## src/rtl/rf_write_arbiter.sv

```systemverilog
// ---------------------------------------------------------------------------
// rf_write_arbiter
//
// This block shares the register file's single write port between two
// requesters:
//   * WB  : the in-order writeback stage. It has fixed priority and is never
//           queued.
//   * MDU : the long-latency multiply/divide unit. Its results go into a
//           small FIFO and drain whenever WB leaves the port idle.
//
// The block also does two other jobs:
//   * It keeps a per-register pending-write scoreboard (busy_vec) for the
//     hazard unit. A bit is set when an MDU op is issued to a register and
//     cleared when that register's result leaves the FIFO.
//   * It raises pipe_stall when queued MDU results are at risk of starving.
//     That happens when the FIFO is full, or when the head entry has waited
//     STARVE_LIMIT cycles.
//
// Parameters
//   ADDR_SIZE    : register address width (2**ADDR_SIZE registers)
//   WORD         : data width
//   QDEPTH       : MDU result FIFO depth (power of 2, >= 2)
//   STARVE_LIMIT : cycles a FIFO head may wait before a stall is requested
//
// Ports
//   clk, rst                          : clock; synchronous active-high reset
//   wb_we, wb_addr, wb_data           : WB write request
//   mdu_valid, mdu_addr, mdu_data     : MDU result offered to the FIFO
//   mdu_ready                         : FIFO can accept an MDU result
//   iss_valid, iss_addr               : MDU op issued this cycle (sets busy)
//   busy_vec                          : per-register pending MDU write bits
//   pipe_stall                        : registered request to hold WB
//   rf_regwrite, rf_write_addr,
//   rf_write_data                     : registered register-file write port
//
// Optional build macro
//   RF_ARB_TRACE_EN : when defined, every committed write (and every dropped
//                     r0 MDU entry) prints one trace line. No trace code is
//                     compiled when the macro is undefined.
//
// Register 0 is not hard-wired in the register file, so this block never
// writes it:
//   * WB requests to r0 are not granted.
//   * MDU entries for r0 are popped but not written.
//   * Issues to r0 are ignored.
// ---------------------------------------------------------------------------
module rf_write_arbiter #(
  parameter int unsigned ADDR_SIZE    = 5,
  parameter int unsigned WORD         = 32,
  parameter int unsigned QDEPTH       = 2,
  parameter int unsigned STARVE_LIMIT = 3
) (
  input  logic                    clk,
  input  logic                    rst,
  input  logic                    wb_we,
  input  logic [ADDR_SIZE-1:0]    wb_addr,
  input  logic [WORD-1:0]         wb_data,
  input  logic                    mdu_valid,
  output logic                    mdu_ready,
  input  logic [ADDR_SIZE-1:0]    mdu_addr,
  input  logic [WORD-1:0]         mdu_data,
  input  logic                    iss_valid,
  input  logic [ADDR_SIZE-1:0]    iss_addr,
  output logic [2**ADDR_SIZE-1:0] busy_vec,
  output logic                    pipe_stall,
  output logic                    rf_regwrite,
  output logic [ADDR_SIZE-1:0]    rf_write_addr,
  output logic [WORD-1:0]         rf_write_data
);

  localparam int unsigned NREG = 2**ADDR_SIZE;
  localparam int unsigned PW   = $clog2(QDEPTH);
  // The count must be able to hold QDEPTH itself, so it needs one extra bit
  // beyond the pointer width.
  localparam int unsigned CW   = PW + 1;
  localparam int unsigned AW   = $clog2(STARVE_LIMIT + 1);

  localparam logic [CW-1:0] FULL_CNT  = CW'(QDEPTH);
  localparam logic [AW-1:0] AGE_LIMIT = AW'(STARVE_LIMIT);

  // -------------------------------------------------------------------------
  // State
  // -------------------------------------------------------------------------

  // FIFO storage: data-only, no reset needed.
  logic [ADDR_SIZE-1:0] fifo_addr_q [QDEPTH];
  logic [WORD-1:0]      fifo_data_q [QDEPTH];

  // Control state: reset.
  logic [PW-1:0]        wr_ptr_q,        wr_ptr_d;
  logic [PW-1:0]        rd_ptr_q,        rd_ptr_d;
  logic [CW-1:0]        count_q,         count_d;
  logic [AW-1:0]        age_q,           age_d;
  logic                 pipe_stall_q,    pipe_stall_d;
  logic [NREG-1:0]      busy_q,          busy_d;
  logic                 rf_regwrite_q,   rf_regwrite_d;
  logic [ADDR_SIZE-1:0] rf_write_addr_q, rf_write_addr_d;
  logic [WORD-1:0]      rf_write_data_q, rf_write_data_d;

  // -------------------------------------------------------------------------
  // Combinational handshake and arbitration
  // -------------------------------------------------------------------------
  logic                 fifo_empty;
  logic                 fifo_full;
  logic                 push;
  logic                 pop;
  logic                 grant_wb;
  logic [ADDR_SIZE-1:0] head_addr;
  logic [WORD-1:0]      head_data;
  logic                 head_is_r0;

  assign fifo_empty = (count_q == '0);
  assign fifo_full  = (count_q == FULL_CNT);

  // mdu_ready looks at the registered count only. It never depends on this
  // cycle's pop, so there is no combinational path from wb_we to mdu_ready.
  assign mdu_ready  = !rst && !fifo_full;
  assign push       = mdu_valid && mdu_ready;

  assign head_addr  = fifo_addr_q[rd_ptr_q];
  assign head_data  = fifo_data_q[rd_ptr_q];
  assign head_is_r0 = (head_addr == '0);

  // WB wins whenever it targets a real register. This holds even while
  // pipe_stall is up: the hazard unit is responsible for honouring the stall.
  assign grant_wb   = wb_we && (wb_addr != '0);

  // An r0 head is still popped. It just produces no write.
  assign pop        = !grant_wb && !fifo_empty;

  // -------------------------------------------------------------------------
  // Next-state logic
  // -------------------------------------------------------------------------
  always_comb begin
    wr_ptr_d = wr_ptr_q;
    rd_ptr_d = rd_ptr_q;
    count_d  = count_q;

    // Pointers wrap naturally because QDEPTH is a power of two.
    if (push) begin
      wr_ptr_d = wr_ptr_q + PW'(1);
    end
    if (pop) begin
      rd_ptr_d = rd_ptr_q + PW'(1);
    end

    // A simultaneous push and pop leaves the count unchanged.
    unique case ({push, pop})
      2'b10:   count_d = count_q + CW'(1);
      2'b01:   count_d = count_q - CW'(1);
      default: count_d = count_q;
    endcase
  end

  // Age of the current head entry. It only grows while the head sits
  // unserved, and it saturates so the starvation condition stays asserted.
  always_comb begin
    age_d = age_q;
    if (fifo_empty || pop) begin
      age_d = '0;
    end else if (age_q != AGE_LIMIT) begin
      age_d = age_q + AW'(1);
    end
  end

  // The stall decision uses the registered count and age, so pipe_stall
  // follows the triggering condition by exactly one cycle.
  always_comb begin
    pipe_stall_d = fifo_full || (age_q == AGE_LIMIT);
  end

  // Scoreboard update: clear first, then set, so that an issue in the same
  // cycle as the matching pop leaves the bit set.
  always_comb begin
    busy_d = busy_q;
    if (pop) begin
      busy_d[head_addr] = 1'b0;
    end
    if (iss_valid) begin
      busy_d[iss_addr] = 1'b1;
    end
    busy_d[0] = 1'b0;
  end

  // Write port: the address and data hold their last values while idle.
  always_comb begin
    rf_regwrite_d   = 1'b0;
    rf_write_addr_d = rf_write_addr_q;
    rf_write_data_d = rf_write_data_q;
    if (grant_wb) begin
      rf_regwrite_d   = 1'b1;
      rf_write_addr_d = wb_addr;
      rf_write_data_d = wb_data;
    end else if (pop && !head_is_r0) begin
      rf_regwrite_d   = 1'b1;
      rf_write_addr_d = head_addr;
      rf_write_data_d = head_data;
    end
  end

  // -------------------------------------------------------------------------
  // Registers
  // -------------------------------------------------------------------------

  // FIFO storage write (data only, no reset).
  always_ff @(posedge clk) begin
    if (push) begin
      fifo_addr_q[wr_ptr_q] <= mdu_addr;
      fifo_data_q[wr_ptr_q] <= mdu_data;
    end
  end

  // Control and output registers. Clearing count and pointers on reset
  // discards any queued entries without writing them.
  always_ff @(posedge clk) begin
    if (rst) begin
      wr_ptr_q        <= '0;
      rd_ptr_q        <= '0;
      count_q         <= '0;
      age_q           <= '0;
      pipe_stall_q    <= 1'b0;
      busy_q          <= '0;
      rf_regwrite_q   <= 1'b0;
      rf_write_addr_q <= '0;
      rf_write_data_q <= '0;
    end else begin
      wr_ptr_q        <= wr_ptr_d;
      rd_ptr_q        <= rd_ptr_d;
      count_q         <= count_d;
      age_q           <= age_d;
      pipe_stall_q    <= pipe_stall_d;
      busy_q          <= busy_d;
      rf_regwrite_q   <= rf_regwrite_d;
      rf_write_addr_q <= rf_write_addr_d;
      rf_write_data_q <= rf_write_data_d;
    end
  end

  // -------------------------------------------------------------------------
  // Outputs
  // -------------------------------------------------------------------------
  assign busy_vec      = busy_q;
  assign pipe_stall    = pipe_stall_q;
  assign rf_regwrite   = rf_regwrite_q;
  assign rf_write_addr = rf_write_addr_q;
  assign rf_write_data = rf_write_data_q;

  // -------------------------------------------------------------------------
  // Optional trace
  // -------------------------------------------------------------------------
`ifdef RF_ARB_TRACE_EN
  // The decision made in this cycle is the value rf_* will hold after this
  // edge, so the trace line matches the post-update write port.
  always @(posedge clk) begin
    if (!rst) begin
      if (grant_wb) begin
        $display("%0t rf_write_arbiter: WB  r%0d = 0x%h", $time, wb_addr, wb_data);
      end else if (pop) begin
        if (head_is_r0) begin
          $display("%0t rf_write_arbiter: MDU r0 dropped", $time);
        end else begin
          $display("%0t rf_write_arbiter: MDU r%0d = 0x%h", $time, head_addr, head_data);
        end
      end
    end
  end
`endif

endmodule

```

## config.mk

```make
export PLATFORM = sky130hd
export DESIGN_NAME = rf_write_arbiter
export DESIGN_NICKNAME = d
export VERILOG_FILES = /design/src/rtl/rf_write_arbiter.sv
export SDC_FILE = /design/constraint.sdc
export NUM_CORES = 1
export LEC_CHECK = 0
export CAP_MARGIN = 10
export CORE_MARGIN = 10
export CORE_UTILIZATION = 50
export DETAILED_ROUTE_END_ITERATION = 8
export PLACE_DENSITY = 0.78
export SETUP_SLACK_MARGIN = 0.05
export SLEW_MARGIN = 20
export SYNTH_ARGS = -nofsm -noshare
export SYNTH_HDL_FRONTEND = slang
export SYNTH_SLANG_ARGS = --single-unit
```

## constraint.sdc

```tcl
create_clock -name clk -period 9.3 [get_ports clk]
set_input_delay 2.325 -clock clk [delete_from_list [all_inputs] [get_ports clk]]
set_output_delay 2.325 -clock clk [all_outputs]
set_load 0.005 [all_outputs]
```

# Word level (Yosys, flattened, before mapping)
# Memories as Yosys holds them, arrays and structs flattened. A register that Yosys moved wholly into a read port is not among the register bits.
# Cells that the tools add are included.
# totals
register_bits	77
mem_bits_rw	74
word_cells	68
n_memories	2
# classes
n_addsub	5
magnitude_cmp	4
n_eq_ne	5
muxes	19
bitwise	3
n_reduce_logical	20
# mem_list
name	depth	word_bits	rd	rd_clocked_by_memory_dff	write_ports	line	rtl
fifo_data_q	2	32	1	1	1	87	logic [WORD-1:0] fifo_data_q [QDEPTH];
fifo_addr_q	2	5	1	1	1	86	logic [ADDR_SIZE-1:0] fifo_addr_q [QDEPTH];
# op_table
operator	n
two-way mux 32 bit	4
bitwise AND 32 bit	1
inverter 32 bit	1
bitwise OR 32 bit	1
< comparator 5 x 6 -> 1 bit (second input constant)	2
demux 1 bit (select 5 bit)	2
greater-or-equal comparator 5 x 1 -> 1 bit (second input constant)	2
two-way mux 1 bit	10
two-way mux 5 bit	2
logical AND 1 bit	7
== test 2 bit (second input constant)	3
logical NOT 1 bit	5
logical NOT 5 bit	1
nonzero test 5 bit	1
adder 2 x 1 -> 2 bit (second input constant)	2
one-hot mux 2 bit (2 select lines)	1
nonzero test 2 bit	2
adder 1 bit (second input constant)	2
== test 2 x 1 -> 1 bit (second input constant)	1
logical NOT 2 bit	1
logical OR 1 bit	2
!= test 2 bit (second input constant)	1
OR reduction 2 bit	1
subtractor 2 x 1 -> 2 bit (second input constant)	1

# Logic depth before layout (Yosys ltp)
# Gate-level depths: netlist of the first run.
# depth
depth_word	9
ltp_mapped	9
depth_no_buf	7

# Least setup slack after synthesis of the first run
# Ideal clock, no wire load.
# synth_path
path_type	in2reg
start	input rst
end	memory fifo_addr_q[0][0], enable pin
setup_time_ns	0.431
t_arrival_ns	4.566
path_slack_ns	4.302
path_stages	3
cell_sequence	clkbuf_1 > or3b_2 > nor2_1
# synth_via
elab_chain_len	5
# synth_lines
item	line	rtl
start, declared	54	input logic rst,
logical NOT 1 bit	117	assign mdu_ready = !rst && !fifo_full;
logical AND 1 bit	117	
logical AND 1 bit	118	assign push = mdu_valid && mdu_ready;
two-way mux 1 bit	207	if (push) begin
two-way mux 1 bit (implied by the code)	208	fifo_addr_q[wr_ptr_q] <= mdu_addr;
end, declared	86	
# No other way between the ends.

# Final worst setup path of the first run
# layout_path
start	input rst
end	output mdu_ready
# layout_via
elab_chain_len	2
# layout_lines
item	line	rtl
logical NOT 1 bit	117	
logical AND 1 bit	117	
end, declared	59	output logic mdu_ready,
# No other way between the ends.

==> results of run 1 <==
metal layers:
| metal | vias to the layer above | wire (um) | track usage, % |
|---|---|---|---|
| met2 | 185 | 8430 | 31.5 |
| met3 | 33 | 992 | 5.22 |
| li1 | 2254 | - | - |
| met1 | 2323 | 7030 | 23.1 |
| met4 | 0 | 515 | 8.96 |
| met5 | - | 0 | 0 |
Yosys cell counts (2+ instances only):
| library cell | n |
|---|---|
| mux2_2 | 3 |
| nand3_1 | 39 |
| a32o_1 | 36 |
| or3_1 | 2 |
| a21oi_1 | 37 |
| clkbuf_1 | 20 |
| buf_6 | 4 |
| mux2i_1 | 38 |
| edfxtp_1 | 74 |
| a311oi_1 | 7 |
| nand2b_1 | 3 |
| o21ai_0 | 2 |
| dfxtp_1 | 77 |
| a21o_1 | 36 |
| ha_1 | 2 |
| nor3_1 | 6 |
| xor2_1 | 3 |
| buf_2 | 8 |
| and3b_1 | 3 |
| o41ai_1 | 24 |
| buf_1 | 11 |
| nor2_1 | 16 |
| nand2_1 | 35 |
| and3_1 | 3 |
| nor3b_1 | 5 |
cell families (layout without fill, tap and decap cells):
family / Yosys count / after routing / share of synthesized area, %
and+or+nand+nor: 120 / 120 / 9.56
xor gates and xnor gates: 4 / 4 / 0.565
muxes: 41 / 41 / 6.68
buffers and inverters: 46 / 194 / 3.51
DFF: 151 / 151 / 60.7
AOI/OAI and AO/OA: 147 / 147 / 18.5
adders and majority gates: 2 / 2 / 0.403
other: 1 / 1 / 0.0605
sequential cells by signal, summed over array words and instances (netlist names), named ones only:
signal         cells
count_q            2
fifo_addr_q       10
pipe_stall         1
busy_vec          31
wr_ptr_q           1
fifo_data_q       64
rf_write_addr      5
rf_regwrite        1
rf_write_data     32
rd_ptr_q           1
age_q              2
through the flow:
stage / utilization (%) / hold WS [ns]
4_1_cts: 69.0 / 0.462
3_5_place_dp: 64.6 / 0.457
3_3_place_gp: 64.6 / 0.457
5_1_grt: 69.3 / 0.477
6_report: 69.3 / 0.469
2_1_floorplan: - / 0.459
power by group through the flow:
stage | clock network [uW] | registers [uW] | logic (uW)
after floorplan | 0 | 820 | 368
after global placement | 0 | 830 | 546
after detailed placement | 0 | 836 | 561
after CTS | 630 | 822 | 563
after global routing | 660 | 831 | 618
final | 621 | 821 | 566
layout make-up:
type / count / area share, %
tap: 168 / 2.51
clock buffer: 27 / 5.78
clock inverter: 5 / 0.554
multi-input combinational: 315 / 26.8
inverter: 1 / 0.0449
sequential: 151 / 45.0
timing repair buffer: 161 / 19.3
cells in the final DEF (no fill, tap or decap), drive strengths merged, types with 4 or more instances in the layout:
cell type        n
nor3b            5
dfxtp           77
nand3           39
o41ai           24
a311oi           7
nor3             6
a32o            36
buf              7
clkbuf          27
clkdlybuf4s50  154
nand2           35
mux2i           38
a21oi           37
clkinv           4
a21o            36
edfxtp          74
nor2            17
worst reg2reg max path: cells and delay by family, from the launching register on:
kind,cells,cell delay [ns]
flops,1,0.75
compound gates,2,0.65
buf+inv,1,0.50
simple gates,1,0.34
mux,1,0.32
how the worst min path moves through the flow:
stage                 start      endpoint  slack, ns  cells after the start
4_1_cts        busy_vec[20]  busy_vec[20]       0.46                      2
2_1_floorplan  busy_vec[10]  busy_vec[10]       0.46                      2
6_report       busy_vec[20]  busy_vec[20]       0.47                      2
3_5_place_dp   busy_vec[20]  busy_vec[20]       0.46                      2
3_3_place_gp   busy_vec[22]  busy_vec[22]       0.46                      2
5_1_grt        busy_vec[20]  busy_vec[20]       0.48                      2
==> reports/summary.txt, run 1 <==
reg2reg setup slack: 6.61 ns
# clock sinks: 151
synthesis-stage register bit count: 151
Sequential Area: 3760 um2
sw power: 573 uW
DRC viols: 0
die width: 131 um
root buffer cell: clkbuf_16
PD cells: 240 nW/um2
initial antenna violation count: 0
Post-Layout Cell Count: 828
worst path cell trace: clkdlybuf4s50_1 > buf_4 > nor2_1 > clkdlybuf4s50_1
crit path DAT: 3.76 ns
TritonCTS clock tree: done
Placed Instances: 795
peak fanout along the critical path: 43
Fmax: 0.164 GHz
vias: 4,795
Yosys top cell by area: edfxtp_1
vias in the first global route: 4,846
Syn Inst Count: 512
clk slew on worst S/H paths: 0.06 ns
antenna-violating nets left: 0
diode count: 0
CP endpoint: mdu_ready
most used flip-flop cell after synthesis: dfxtp_1
CP Class: input pin to output port
RePlAce Congestion: 0.763
PortBufs: 154
area delta synth->final: 34.8%
Worst-Margin Slew: 0.918 ns
highest-delay cell along the critical path: clkdlybuf4s50_1
Final setup viols: 0
die height: 131 um
Hold-fix buffers, CTS: 0
Post-Syn Area per Cell: 12.1 um2
Syn Std Cell Area: 6200 um2
Resized Gates After CTS: 0
Int Pwr: 1430 uW
clock skew: 0.00815 ns
row count: 40
FF-to-FF path depth: 5
area of the core: 12,100 um2
stages on the worst setup path: 4
Max Slew Vio Count: 0
Top Family by Delay on Critical Path: buffers and inverters
# nets final: 733
run status: complete, no violations
CP max stage delay: 0.46 ns
CP startpoint: rst
Seq/Total Area, Yosys: 60.7%
EDFF count, synth: 74
worst hold path type: register to register
Switching Fraction: 28.5%
Hold Vio Cnt, Final: 0
Synth cell types: 43
Slew HR: 38.8%
overall power: 2010 uW
final instance area: 8360 um2
final worst-path cycle share: 65.4%
WL final: 17,000 um
largest cells by area after synthesis: edfxtp_1 (36%), dfxtp_1 (25%), mux2i_1 (6.1%)
async set-reset flop share out of synthesis: 0%
Post-DP Area: 7790 um2
worst setup margin: 3.21 ns
Critical Path Most Common Cell: clkdlybuf4s50_1
part of the power in registers: 40.9%
clk_lat worst skew: 0.42 ns
first-pass GRT wire length: 26,900 um
detailed placement HPWL: 11,500 um
Tmin final: 6.09 ns
setup bufs post-CTS: 0
Sum Neg Setup Slack: 0 ns
wire length per cell: 20.5 um
peak supply drop: 0.130 mV
io pins: 156
Worst Path Required: 6.98 ns
share of post-route cells with drive strength above 1: 6.21%
multi-input logic area: 2240 um2
maxcap violations: 0
TritonRoute pass-1 iters: 5
largest net degree at the start of global routing: 80
Worst Setup Start Kind: input pin
Clock Path Buffers: 2
worst path bufs/invs: 3
Tot GR Track Use: 19.2%
CTS HTree Levels: 4
filler instances: 909
Gate power share: 28.2%
CTS Buf Count: 17
LEAKAGE: 0.00294 uW
Ys Warns: 0
Yosys top cell area share: 35.8%
starting density of the core: 51.4%
element type at the critical path end: output port
die area: 17,300 um2
First DRT Iteration DRCs: 576
DR vias/cell: 5.79
Clock Power Share: 30.9%
Reg-to-Reg End: busy_vec[13]
remaining global-route overflow: 0
post-synth net total: 598
RSZ-0062 raised after global routing: no
pre-CTS setup slack: 3.22 ns
No activity file was read; power rests on OpenSTA's default activity.
==> inputs of run 2 (changes only) <==
--- a/config.mk
+++ b/config.mk
@@ -7,9 +7,9 @@
 export LEC_CHECK = 0
 export CAP_MARGIN = 10
 export CORE_MARGIN = 10
-export CORE_UTILIZATION = 50
+export CORE_UTILIZATION = 44
 export DETAILED_ROUTE_END_ITERATION = 8
-export PLACE_DENSITY = 0.78
+export PLACE_DENSITY = 0.73
 export SETUP_SLACK_MARGIN = 0.05
 export SLEW_MARGIN = 20
 export SYNTH_ARGS = -nofsm -noshare
==> constraint.sdc (replaced) <==
create_clock -name clk -period 4.9 [get_ports clk]
set_input_delay 1.225 -clock clk [delete_from_list [all_inputs] [get_ports clk]]
set_output_delay 1.225 -clock clk [all_outputs]
set_load 0.005 [all_outputs]
==> run 2 against run 1 <==
  * Cell area up 0.79%
  * Non-clock buffer count stayed put
  * Largest power group unchanged
  * Global-route usage down 1.9 points
  * Worst hold slack better by 0.0032 ns
  * Clock power increased by 100%
  * Clock skew decreased by 0.0015 ns
  * Sequential share of layout area decreased by 0.35 points
  * Via count up 0.54%
  * First-iteration DRC count is 34% lower
  * Combinational power increased by 91%
  * Sequential cell count unchanged
  * Critical path depth fell by 1
==> reports/summary.txt, run 2 (same netlist as run 1, synthesis figures left out) <==
run status: complete, no violations
detailed placement HPWL: 11,500 um
TritonRoute pass-1 iters: 5
CP max stage delay: 0.52 ns
LEAKAGE: 0.00297 uW
Clock Power Share: 32.6%
Switching Fraction: 28.8%
clk_lat worst skew: 0.42 ns
Top reg by flops: fifo_data_q
io pins: 156
most common cell after layout, fill and taps aside: clkdlybuf4s50_1
Gate power share: 27.8%
filler instances: 1,043
die area: 19,200 um2
wire length per cell: 20.1 um
Tmin final: 3.53 ns
setup bufs post-CTS: 0
max reg flops: 64
Critical Path Most Common Cell: clkdlybuf4s50_1
CTS Buf Count: 17
Sum Neg Setup Slack: 0 ns
starting density of the core: 44.8%
worst hold path type: register to register
peak fanout along the critical path: 2
Int Pwr: 2780 uW
Final setup viols: 0
DR vias/cell: 5.71
maxcap violations: 0
initial antenna violation count: 4
element type at the critical path end: output port
Tot GR Track Use: 17.3%
Resized Gates After CTS: 0
CP Class: input pin to output port
worst path cell trace: clkdlybuf4s50_1 > nor2_1 > clkdlybuf4s50_1
Hold-fix buffers, CTS: 0
Worst-Margin Slew: 0.921 ns
share of post-route cells with drive strength above 1: 7.27%
area of the core: 13,800 um2
vias in the first global route: 5,077
overall power: 3900 uW
die height: 139 um
RePlAce Congestion: 0.833
Max Slew Vio Count: 0
Hold Vio Cnt, Final: 0
CTS HTree Levels: 4
DRC viols: 0
# nets final: 733
row count: 43
First DRT Iteration DRCs: 381
clock skew: 0.00665 ns
area delta synth->final: 35.9%
crit path DAT: 2.31 ns
# clock sinks: 151
PortBufs: 154
sw power: 1120 uW
Slew HR: 38.6%
PD cells: 463 nW/um2
antenna-violating nets left: 0
Fmax: 0.283 GHz
Worst Path Required: 3.67 ns
most frequent cells in the layout: clkdlybuf4s50_1 (154), dfxtp_1 (76), edfxtp_1 (74)
die width: 139 um
clk slew on worst S/H paths: 0.06 ns
peak supply drop: 0.362 mV
remaining global-route overflow: 0
highest-delay cell along the critical path: clkdlybuf4s50_1
part of the power in registers: 39.7%
largest net degree at the start of global routing: 76
TritonCTS clock tree: done
vias: 4,821
final worst-path cycle share: 72.1%
RSZ-0062 raised after global routing: no
root buffer cell: clkbuf_16
WL final: 17,000 um
Clock Path Buffers: 2
first-pass GRT wire length: 27,100 um
Worst Setup Start Kind: input pin
hold_ws: 0.472 ns
## run 2: cell count changes in the layout (fill, tap and decap cells not counted), sizes merged
cell | previous run | this run
diode | 0 | 4
clkinvlp | 0 | 2
bufinv | 1 | 0
clkinv | 4 | 3
## run 2: metrics by stage
stage	setup slack (ns)	std cells	cell area, um2	utilization [%]
6_report	1.37	844	8430	60.9
5_1_grt	1.30	844	8430	60.9
4_1_cts	1.35	840	8410	60.8
3_5_place_dp	1.24	808	7820	56.5
3_3_place_gp	1.29	808	7820	56.5
2_1_floorplan	1.00	512	6200	-
## run 2: routing by layer
layer	global-route usage [%]	wire length (um)
met1	20.1	6950
met3	6.61	1270
met5	0	0
met2	27.3	8330
met4	8.68	454
## run 2: final cells by class
type	instances	area [um2]	area share (%)
Tap cell	180	225	2.67
Timing Repair Buffer	161	1590	18.9
Antenna cell	4	10.0	0.119
Inverter	1	3.75	0.0446
Multi-Input combinational cell	315	2240	26.6
Clock buffer	27	557	6.61
Clock inverter	5	33.8	0.401
Sequential cell	151	3760	44.7
## run 2: path summary, 6_finish.rpt
kind | cells past startpoint | endpoint | slack (ns) | from
max | 3 | mdu_ready | 1.37 | rst
min reg2reg | 2 | busy_vec[15] | 0.47 | busy_vec[15]
max reg2reg | 5 | busy_vec[13] | 2.38 | register
min | 2 | busy_vec[15] | 0.47 | busy_vec[15]
## run 2: power by group through the flow
stage / logic, uW / registers, uW / clock network [uW]
after floorplan: 699 / 1560 / 0
after global placement: 1050 / 1570 / 0
after detailed placement: 1080 / 1570 / 0
after CTS: 1090 / 1550 / 1290
after global routing: 1190 / 1560 / 1330
final: 1080 / 1550 / 1270
## run 2: critical path: cells and delay by family
family	cells	cell delay, ns
buffers and inverters	2	0.94
and+or+nand+nor	1	0.15
